<file path="config.mk">
export PLATFORM = sky130hd
export DESIGN_NAME = cpu_clock_controller
export DESIGN_NICKNAME = d
export VERILOG_FILES = /design/src/rtl/clkctl_pkg.sv /design/src/rtl/clkctl_step_sync.sv /design/src/rtl/cpu_clock_controller.sv
export SDC_FILE = /design/constraint.sdc
export NUM_CORES = 1
export LEC_CHECK = 0
export BUFFER_PORTS_ARGS = -buffer_cell sky130_fd_sc_hd__buf_2
export CORE_MARGIN = 5
export CORE_UTILIZATION = 46
export DETAILED_ROUTE_END_ITERATION = 6
export GPL_ROUTABILITY_DRIVEN = 0
export HOLD_SLACK_MARGIN = 0.12
export PLACE_DENSITY = 0.67
export SLEW_MARGIN = 40
export SYNTH_ARGS = -nofsm -noshare
export SYNTH_HDL_FRONTEND = slang
export SYNTH_SLANG_ARGS = --single-unit
</file>
<file path="constraint.sdc">
create_clock -name inclk0 -period 3.5 [get_ports inclk0]
set_clock_uncertainty 0.15 [all_clocks]
set_input_delay 0.7 -clock inclk0 [delete_from_list [all_inputs] [get_ports inclk0]]
set_output_delay 0.7 -clock inclk0 [all_outputs]
set_load 0.1 [all_outputs]
</file>
<file path="src/rtl/clkctl_pkg.sv">
// Shared types and constants for the CPU clock controller: FSM states,
// mode encodings and the reset half-period.
package clkctl_pkg;

  typedef enum logic [1:0] {
    ST_HALT = 2'd0,
    ST_RUN  = 2'd1,
    ST_STEP = 2'd2
  } clk_state_e;

  localparam logic [1:0] MODE_HALT = 2'b00;
  localparam logic [1:0] MODE_RUN  = 2'b01;
  localparam logic [1:0] MODE_STEP = 2'b10;

  localparam int unsigned CLKCTL_DEFAULT_HALF = 10;

endpackage

</file>
<file path="src/rtl/clkctl_step_sync.sv">
// Step button front end: 2-flop synchronizer followed by a rising-edge
// detector; step_pulse is high for one clk cycle per press.
module clkctl_step_sync (
  input  logic clk,
  input  logic rst_n,
  input  logic step_i,
  output logic step_pulse
);

  logic [2:0] sync_q;

  always_ff @(posedge clk or negedge rst_n) begin
    if (!rst_n) begin
      sync_q <= 3'b000;
    end else begin
      sync_q <= {sync_q[1:0], step_i};
    end
  end

  // Edge taken between the second sync flop and its delayed copy.
  assign step_pulse = sync_q[1] & ~sync_q[2];

endmodule

</file>
<file path="src/rtl/cpu_clock_controller.sv">
// CPU clock sequencer: derives c0 from inclk0 in HALT, RUN or single-STEP
// mode with a programmable half-period. STEP support is built only when
// CLKCTL_STEP_EN is defined.
module cpu_clock_controller
  import clkctl_pkg::*;
#(
  parameter int unsigned          BIT_WIDTH    = 32,
  parameter int unsigned          CYC_WIDTH    = 32,
  parameter logic [BIT_WIDTH-1:0] DEFAULT_HALF = BIT_WIDTH'(CLKCTL_DEFAULT_HALF)
) (
  input  logic                 inclk0,
  input  logic                 rst_n,
  input  logic [1:0]           mode,
  input  logic                 step,
  input  logic [BIT_WIDTH-1:0] half_cfg,
  input  logic                 cfg_load,
  output logic                 c0,
  output logic                 running,
  output logic [CYC_WIDTH-1:0] cycle_count
);

  clk_state_e           state_q, state_d;
  logic                 c0_q, c0_d;
  logic                 running_q, running_d;
  logic [BIT_WIDTH-1:0] cnt_q, cnt_d;
  logic [BIT_WIDTH-1:0] half_q, half_d;
  logic [CYC_WIDTH-1:0] cyc_q, cyc_d;
  logic [BIT_WIDTH-1:0] reload;

`ifdef CLKCTL_STEP_EN
  logic step_pulse;

  clkctl_step_sync u_step_sync (
    .clk        (inclk0),
    .rst_n      (rst_n),
    .step_i     (step),
    .step_pulse (step_pulse)
  );
`else
  logic unused_step;
  assign unused_step = step;
`endif

  // Reloads always use the half-period stored before this cycle's cfg_load.
  assign reload = half_q - BIT_WIDTH'(1);

  always_comb begin
    state_d = state_q;
    c0_d    = c0_q;
    cnt_d   = cnt_q;
    half_d  = half_q;
    cyc_d   = cyc_q;

    if (cfg_load) begin
      half_d = (half_cfg == '0) ? BIT_WIDTH'(1) : half_cfg;
    end

    case (state_q)
      ST_HALT: begin
        c0_d = 1'b0;
        if (mode == MODE_RUN) begin
          c0_d    = 1'b1;
          cnt_d   = reload;
          state_d = ST_RUN;
        end
`ifdef CLKCTL_STEP_EN
        else if (mode == MODE_STEP && step_pulse) begin
          c0_d    = 1'b1;
          cnt_d   = reload;
          state_d = ST_STEP;
        end
`endif
      end

      // Leave RUN only once a full low phase has elapsed.
      ST_RUN: begin
        if (cnt_q != '0) begin
          cnt_d = cnt_q - BIT_WIDTH'(1);
        end else if (c0_q) begin
          c0_d  = 1'b0;
          cnt_d = reload;
        end else if (mode == MODE_RUN) begin
          c0_d  = 1'b1;
          cnt_d = reload;
        end else begin
          state_d = ST_HALT;
        end
      end

`ifdef CLKCTL_STEP_EN
      // One high and one low phase, ignoring mode and further presses.
      ST_STEP: begin
        if (cnt_q != '0) begin
          cnt_d = cnt_q - BIT_WIDTH'(1);
        end else if (c0_q) begin
          c0_d  = 1'b0;
          cnt_d = reload;
        end else begin
          state_d = ST_HALT;
        end
      end
`endif

      default: begin
        c0_d    = 1'b0;
        state_d = ST_HALT;
      end
    endcase

    if (c0_d && !c0_q) begin
      cyc_d = cyc_q + CYC_WIDTH'(1);
    end

    running_d = (state_d != ST_HALT);
  end

  always_ff @(posedge inclk0 or negedge rst_n) begin
    if (!rst_n) begin
      state_q   <= ST_HALT;
      c0_q      <= 1'b0;
      running_q <= 1'b0;
      cnt_q     <= '0;
      half_q    <= DEFAULT_HALF;
      cyc_q     <= '0;
    end else begin
      state_q   <= state_d;
      c0_q      <= c0_d;
      running_q <= running_d;
      cnt_q     <= cnt_d;
      half_q    <= half_d;
      cyc_q     <= cyc_d;
    end
  end

  assign c0          = c0_q;
  assign running     = running_q;
  assign cycle_count = cyc_q;

endmodule

</file>
==> results of run 1 <==
## placed cells by master, fill, tap and decap left out, drive strengths merged, types with 16 or more instances in the layout
cell,count
xnor2,41
nor3,32
xor2,28
nor2,36
dfrtp,98
a21oi,22
mux2,32
nor4,24
nand4,16
nand2,47
nand3,30
o21ai,31
buf,82
## cell families after synthesis
group	Yosys count	synth area share, %
fa+ha+maj	4	0.881
buf+inv	29	2.20
mux	36	7.05
simple gates	235	22.6
compound gates	103	12.4
xor+xnor	69	10.6
flops	100	44.1
other cells	1	0.0660
## power by group through the flow
stage	Combinational, uW	Sequential (uW)	Clock, uW
4_1_cts	949	1540	968
6_report	949	1550	948
3_5_place_dp	948	1560	0
5_1_grt	1030	1580	1010
2_1_floorplan	513	1730	0
3_3_place_gp	924	1550	0
## through the flow
| step | power, uW | instance area (um^2) |
|---|---|---|
| 2_1_floorplan | 2240 | 5680 |
| 3_3_place_gp | 2480 | 6250 |
| 3_5_place_dp | 2510 | 6260 |
| 4_1_cts | 3460 | 6540 |
| 5_1_grt | 3620 | 6540 |
| 6_report | 3450 | 6540 |
## routing by layer
layer / global-route usage [%] / up-vias / part of all wire, %
met2: 31.2 / 171 / 46
met1: 26.8 / 2307 / 45
met3: 4.66 / 18 / 7.0
li1: - / 2287 / -
met5: 0 / - / 0
met4: 6.87 / 0 / 1.7
## flip-flops by register name, summed over array words and instances (netlist names)
register	count
c0	1
cnt_q	32
cycle_count	32
half_q	32
running	1
state_q	2
## cell type report
type | count | area [um^2] | share of cell area [%]
clock buffer | 10 | 239 | 3.66
sequential | 100 | 2500 | 38.3
multi-input combinational | 448 | 3060 | 46.9
inverter | 10 | 37.5 | 0.574
timing repair buffer | 82 | 447 | 6.83
clock inverter | 5 | 36.3 | 0.555
tap | 168 | 210 | 3.22
## worst register-to-register path, stage by stage (launching register included)
cell	delay (ns)
dfrtp_1	0.43
or4_4	0.60
or4_1	0.75
nor3_4	0.48
a21o_1	0.25
inv_2	0.06
o311ai_1	0.07
nand2_1	0.08
## worst max path at each step
stage / start / depth (start not counted) / endpoint / slack [ns]
6_report: cnt_q[14] / 7 / cnt_q[24] / 0.53
5_1_grt: cnt_q[14] / 6 / cnt_q[3] / 0.35
4_1_cts: cnt_q[14] / 7 / cnt_q[24] / 0.54
3_5_place_dp: mode[1] / 6 / cycle_count[24] / 0.47
3_3_place_gp: mode[1] / 6 / cycle_count[16] / 0.48
2_1_floorplan: c0 / 5 / cycle_count[22] / 0.64
==> impl_metrics.toml, run 1 <==
[pwr]
switchingPower_uw = 1300
peakVddDrop_uv = 360
power_density_nw_per_um2 = 527
p_int_uw = 2150
p_sw_share_pct = 37.6
pwr-share-seq_pct = 44.9
p_leak_uw = 0.00266
pwr-share-comb_pct = 27.6
pwr-share-clk_pct = 27.5

[drt]
routed_wl_um = 14000
wl_per_cell_um = 17.0
vias_per_cell = 5.81
antenna_left = 0
vias = 4783
drt_iter0_markers = 326
drc_errors = 0
dr.pass1.iters = 5

[global_route]
antenna_found_initial = 0
grt_pass1_vias = 4717
grt.total_usage_pct = 19.8
grt_max_degree = 77
grt_pass1_wl_um = 23200
grt_overflow_total = 0

[sta]
fmax_ghz = 0.337
hold_slack_ns = 0.236
fin_ws_ns = 0.529
rsz0062_at_grt = "no"
min_period_over_period_pct = 84.9
final-setup-viol-count = 0
fin_tns_setup_ns = 0
tightest_slew_ns = 0.771
slew_violations = 0
relSlewSlack_pct = 48.4
period_minus_slack_ns = 2.97
finalHoldViolCount = 0

[final_layout]
fillers = 1093
fin_util_pct = 54.2
final_cells = 823
drive_above_1_share_pct = 23.5
area_delta_synth_final_pct = 15.1
layout.nets = 693
num_antenna_cells = 0

[clock_network]
cts.hold.buffers_added = 0
numCtsBuffers = 9
path_clk_slew_ns = 0.07
cts_buffer_depth = 2
cts_resized = 0
clock_sinks = 100
cts_setup_buffers = 0
cts_max_level = 3
clkLatencyLatePin_ns = 0.35
root_buffer = "clkbuf_16"
cts_tree = "built"

[setup_path]
cp_max_fo = 7
slowest_delay_ns = 0.75
worstSetupPathType = "reg -> reg"
cp.arrival_ns = 3.06
end_kind = "flop"
r2r_start = "cnt_q[14]"
r2r_slack_ns = 0.53
start_kind = "flop"
timing.rr.end = "cnt_q[24]"
path_delay_family = "simple AND/OR/NAND/NOR gates"
r2r_cells = 7
cp_num_buf_inv = 1
crit_path_cell_trace = "or4_4 > or4_1 > nor3_4 > a21o_1 > inv_2 > o311ai_1 > nand2_1"
crit_slowest_cell = "or4_1"
required_ns = 3.58

[logic_synthesis]
synth_top_area_share_pct = 43.2
ys_ff_latch = 100
yosysUniqueCellTypes = 62
synth_common_cells = "dfrtp_1, nand2_1, xnor2_1"
synth_area_um2 = 5680
synth-async-reset-ratio_pct = 100
synth_most_common_cell = "dfrtp_1"
synth_warnings = 0
syn_nets = 619
ys_top_cells_by_area = "dfrtp_1, mux2_2, xnor2_1, xor2_1, nand2_1"
syn-instance-count = 577
yosys.area.top_type = "dfrtp_1"
synth_edf_count = 0
avgSynthCellArea_um2 = 9.84
synth_ff_type = "dfrtp_1"
ys_seq_area_share_pct = 44.1

[placement]
portBuffers = 70
dp.cells = 808
dp_hpwl_um = 10300
dp_slack_ns = 0.470

[worst_hold_path]
hold_class = "in -> async"

[flow_run]
drv_cap = 0

[floorplan]
die_area_um2 = 14700
io_pins = 72
die_h_um = 121
core_um2 = 12100
fp.dieW_um = 121
initial_core_util_pct = 47.1
fp-row-count = 40

[status]
status = "finished, final reports clean"
Note: power is estimated with default switching activity, not from simulation.
==> run 2: changes to the inputs <==
--- a/config.mk
+++ b/config.mk
@@ -11,7 +11,7 @@
 export DETAILED_ROUTE_END_ITERATION = 6
 export GPL_ROUTABILITY_DRIVEN = 0
 export HOLD_SLACK_MARGIN = 0.12
-export PLACE_DENSITY = 0.67
+export PLACE_DENSITY = 0.69
 export SLEW_MARGIN = 40
 export SYNTH_ARGS = -nofsm -noshare
 export SYNTH_HDL_FRONTEND = slang
==> constraint.sdc (replaced) <==
create_clock -name inclk0 -period 2.6 [get_ports inclk0]
set_clock_uncertainty 0.15 [all_clocks]
set_input_delay 0.52 -clock inclk0 [delete_from_list [all_inputs] [get_ports inclk0]]
set_output_delay 0.52 -clock inclk0 [all_outputs]
set_load 0.1 [all_outputs]
==> impl_metrics.toml, run 2 (synthesized netlist as in run 1, its figures left out) <==
[clock_network]
path_clk_slew_ns = 0.07
clkLatencyLatePin_ns = 0.35
cts_max_level = 3
cts_buffer_depth = 2
clock_sinks = 100
cts_tree = "built"
root_buffer = "clkbuf_16"
numCtsBuffers = 9

[setup_path]
start_kind = "flop"
cp_max_fo = 4
crit_slowest_cell = "or4_4"
slowest_delay_ns = 0.58
end_kind = "flop"
cp.arrival_ns = 2.75
cp_num_buf_inv = 2
cp_common_cell = "or4_4"
worstSetupPathType = "reg -> reg"
required_ns = 2.68
path_delay_family = "simple AND/OR/NAND/NOR gates"
crit_path_cell_trace = "or4_4 > or4_4 > buf_6 > nor3_4 > a21o_1 > inv_2 > o311ai_4 > nand2_1"

[placement]
portBuffers = 70
dp.cells = 867
dpl-instance-area_um2 = 6740
dp_hpwl_um = 11000

[drt]
vias_per_cell = 5.77
vias = 5149
antenna_left = 0
drt_iter0_markers = 419
routed_wl_um = 15000
drc_errors = 0
dr.pass1.iters = 5
wl_per_cell_um = 16.8

[global_route]
grt_pass1_vias = 4939
antenna_found_initial = 0
grt_max_degree = 46
grt.total_usage_pct = 20.5
grt_overflow_total = 0
grt_pass1_wl_um = 24000

[pwr]
p_leak_uw = 0.00305
pwr-share-seq_pct = 41.4
pwr-share-comb_pct = 32.9
p_int_uw = 3070
power_density_nw_per_um2 = 673
pwr-share-clk_pct = 25.7
p_sw_share_pct = 37.5
switchingPower_uw = 1840
peakVddDrop_uv = 432

[final_layout]
final_cells = 892
layout.nets = 761
final_cell_mix = "dfrtp_1, buf_2, buf_4"
fin_util_pct = 60.6
area_delta_synth_final_pct = 28.7
final_area_um2 = 7310
num_antenna_cells = 0
fillers = 992
final_common_cell = "dfrtp_1"
drive_above_1_share_pct = 35.2

[sta]
fmax_ghz = 0.375
tightest_slew_ns = 0.677
rsz0062_at_grt = "yes"
min_period_over_period_pct = 103
period_minus_slack_ns = 2.67
relSlewSlack_pct = 54.7
slew_violations = 0
fin_ws_ns = -0.0661
final-setup-viol-count = 5
hold_slack_ns = 0.246
finalHoldViolCount = 0

[flow_run]
drv_cap = 0

[floorplan]
fp-row-count = 40
io_pins = 72
initial_core_util_pct = 47.1
core_um2 = 12100
die_area_um2 = 14700
fp.dieW_um = 121
die_h_um = 121

[status]
violations = "setup timing"
status = "finished, violations left"

[worst_hold_path]
hold_class = "in -> reg"
-- run 2: power groups by stage --
stage                     sequential (uW)  clock, uW  combinational, uW
after floorplan                      2340          0                690
after global placement               2040          0               1490
after detailed placement             2060          0               1530
after CTS                            2030       1290               1540
after global routing                 2080       1350               1740
final                                2040       1260               1620
-- run 2: final cells by class --
cell class                 count  area (um^2)  area share (%)
inverter                      10         37.5           0.514
timing repair buffer         150         1010            13.9
sequential                   100         2520            34.5
multi-input combinational    448         3260            44.5
clock inverter                 5         36.3           0.496
clock buffer                  11          233            3.18
tap                          168          210            2.88
-- run 2: worst register-to-register path, cell delays in order (launching register included) --
cell	delay [ns]
dfrtp_1	0.38
or4_4	0.56
or4_4	0.58
buf_6	0.15
nor3_4	0.27
a21o_1	0.22
inv_2	0.08
o311ai_4	0.07
nand2_1	0.09
-- run 2: final timing paths --
kind | to | depth (start not counted) | from | slack [ns]
worst max-delay path | cnt_q[24] | 8 | cnt_q[12] | -0.07
worst min-delay path | half_q[1] | 3 | half_cfg[1] | 0.25
worst max register to register | cnt_q[24] | 8 | cnt_q[12] | -0.07
worst min register to register | cycle_count[17] | 1 | cycle_count[17] | 0.33
max in group asynchronous | half_q[1] | 3 | rst_n | 1.06
min in group asynchronous | cnt_q[0] | 2 | rst_n | 0.55
-- run 2: layer usage --
layer,GRT usage [%],part of all wire (%)
met5,0,0
met4,7.37,2.2
met3,3.73,6.6
met2,33.5,48
met1,27.2,43
-- run 2: stage by stage --
stage	TNS, ns	total power [uW]	setup slack [ns]
6_report	-0.190	4920	-0.0661
5_1_grt	-0.986	5170	-0.131
2_1_floorplan	-0.0133	3030	-0.0133
4_1_cts	-0.0145	4870	-0.0145
3_5_place_dp	-1.17	3590	-0.108
3_3_place_gp	-0.687	3540	-0.0962
-- run 2: what timing repair did --
action / 4_1_cts / 5_1_grt
setup endpoints to repair: 16 / 40
pin swaps: 1 / 17
buffers inserted: 0 / 8
endpoints found under the hold margin: 39 / 0
resized for setup: 4 / 43
hold buffers: 1 / 0
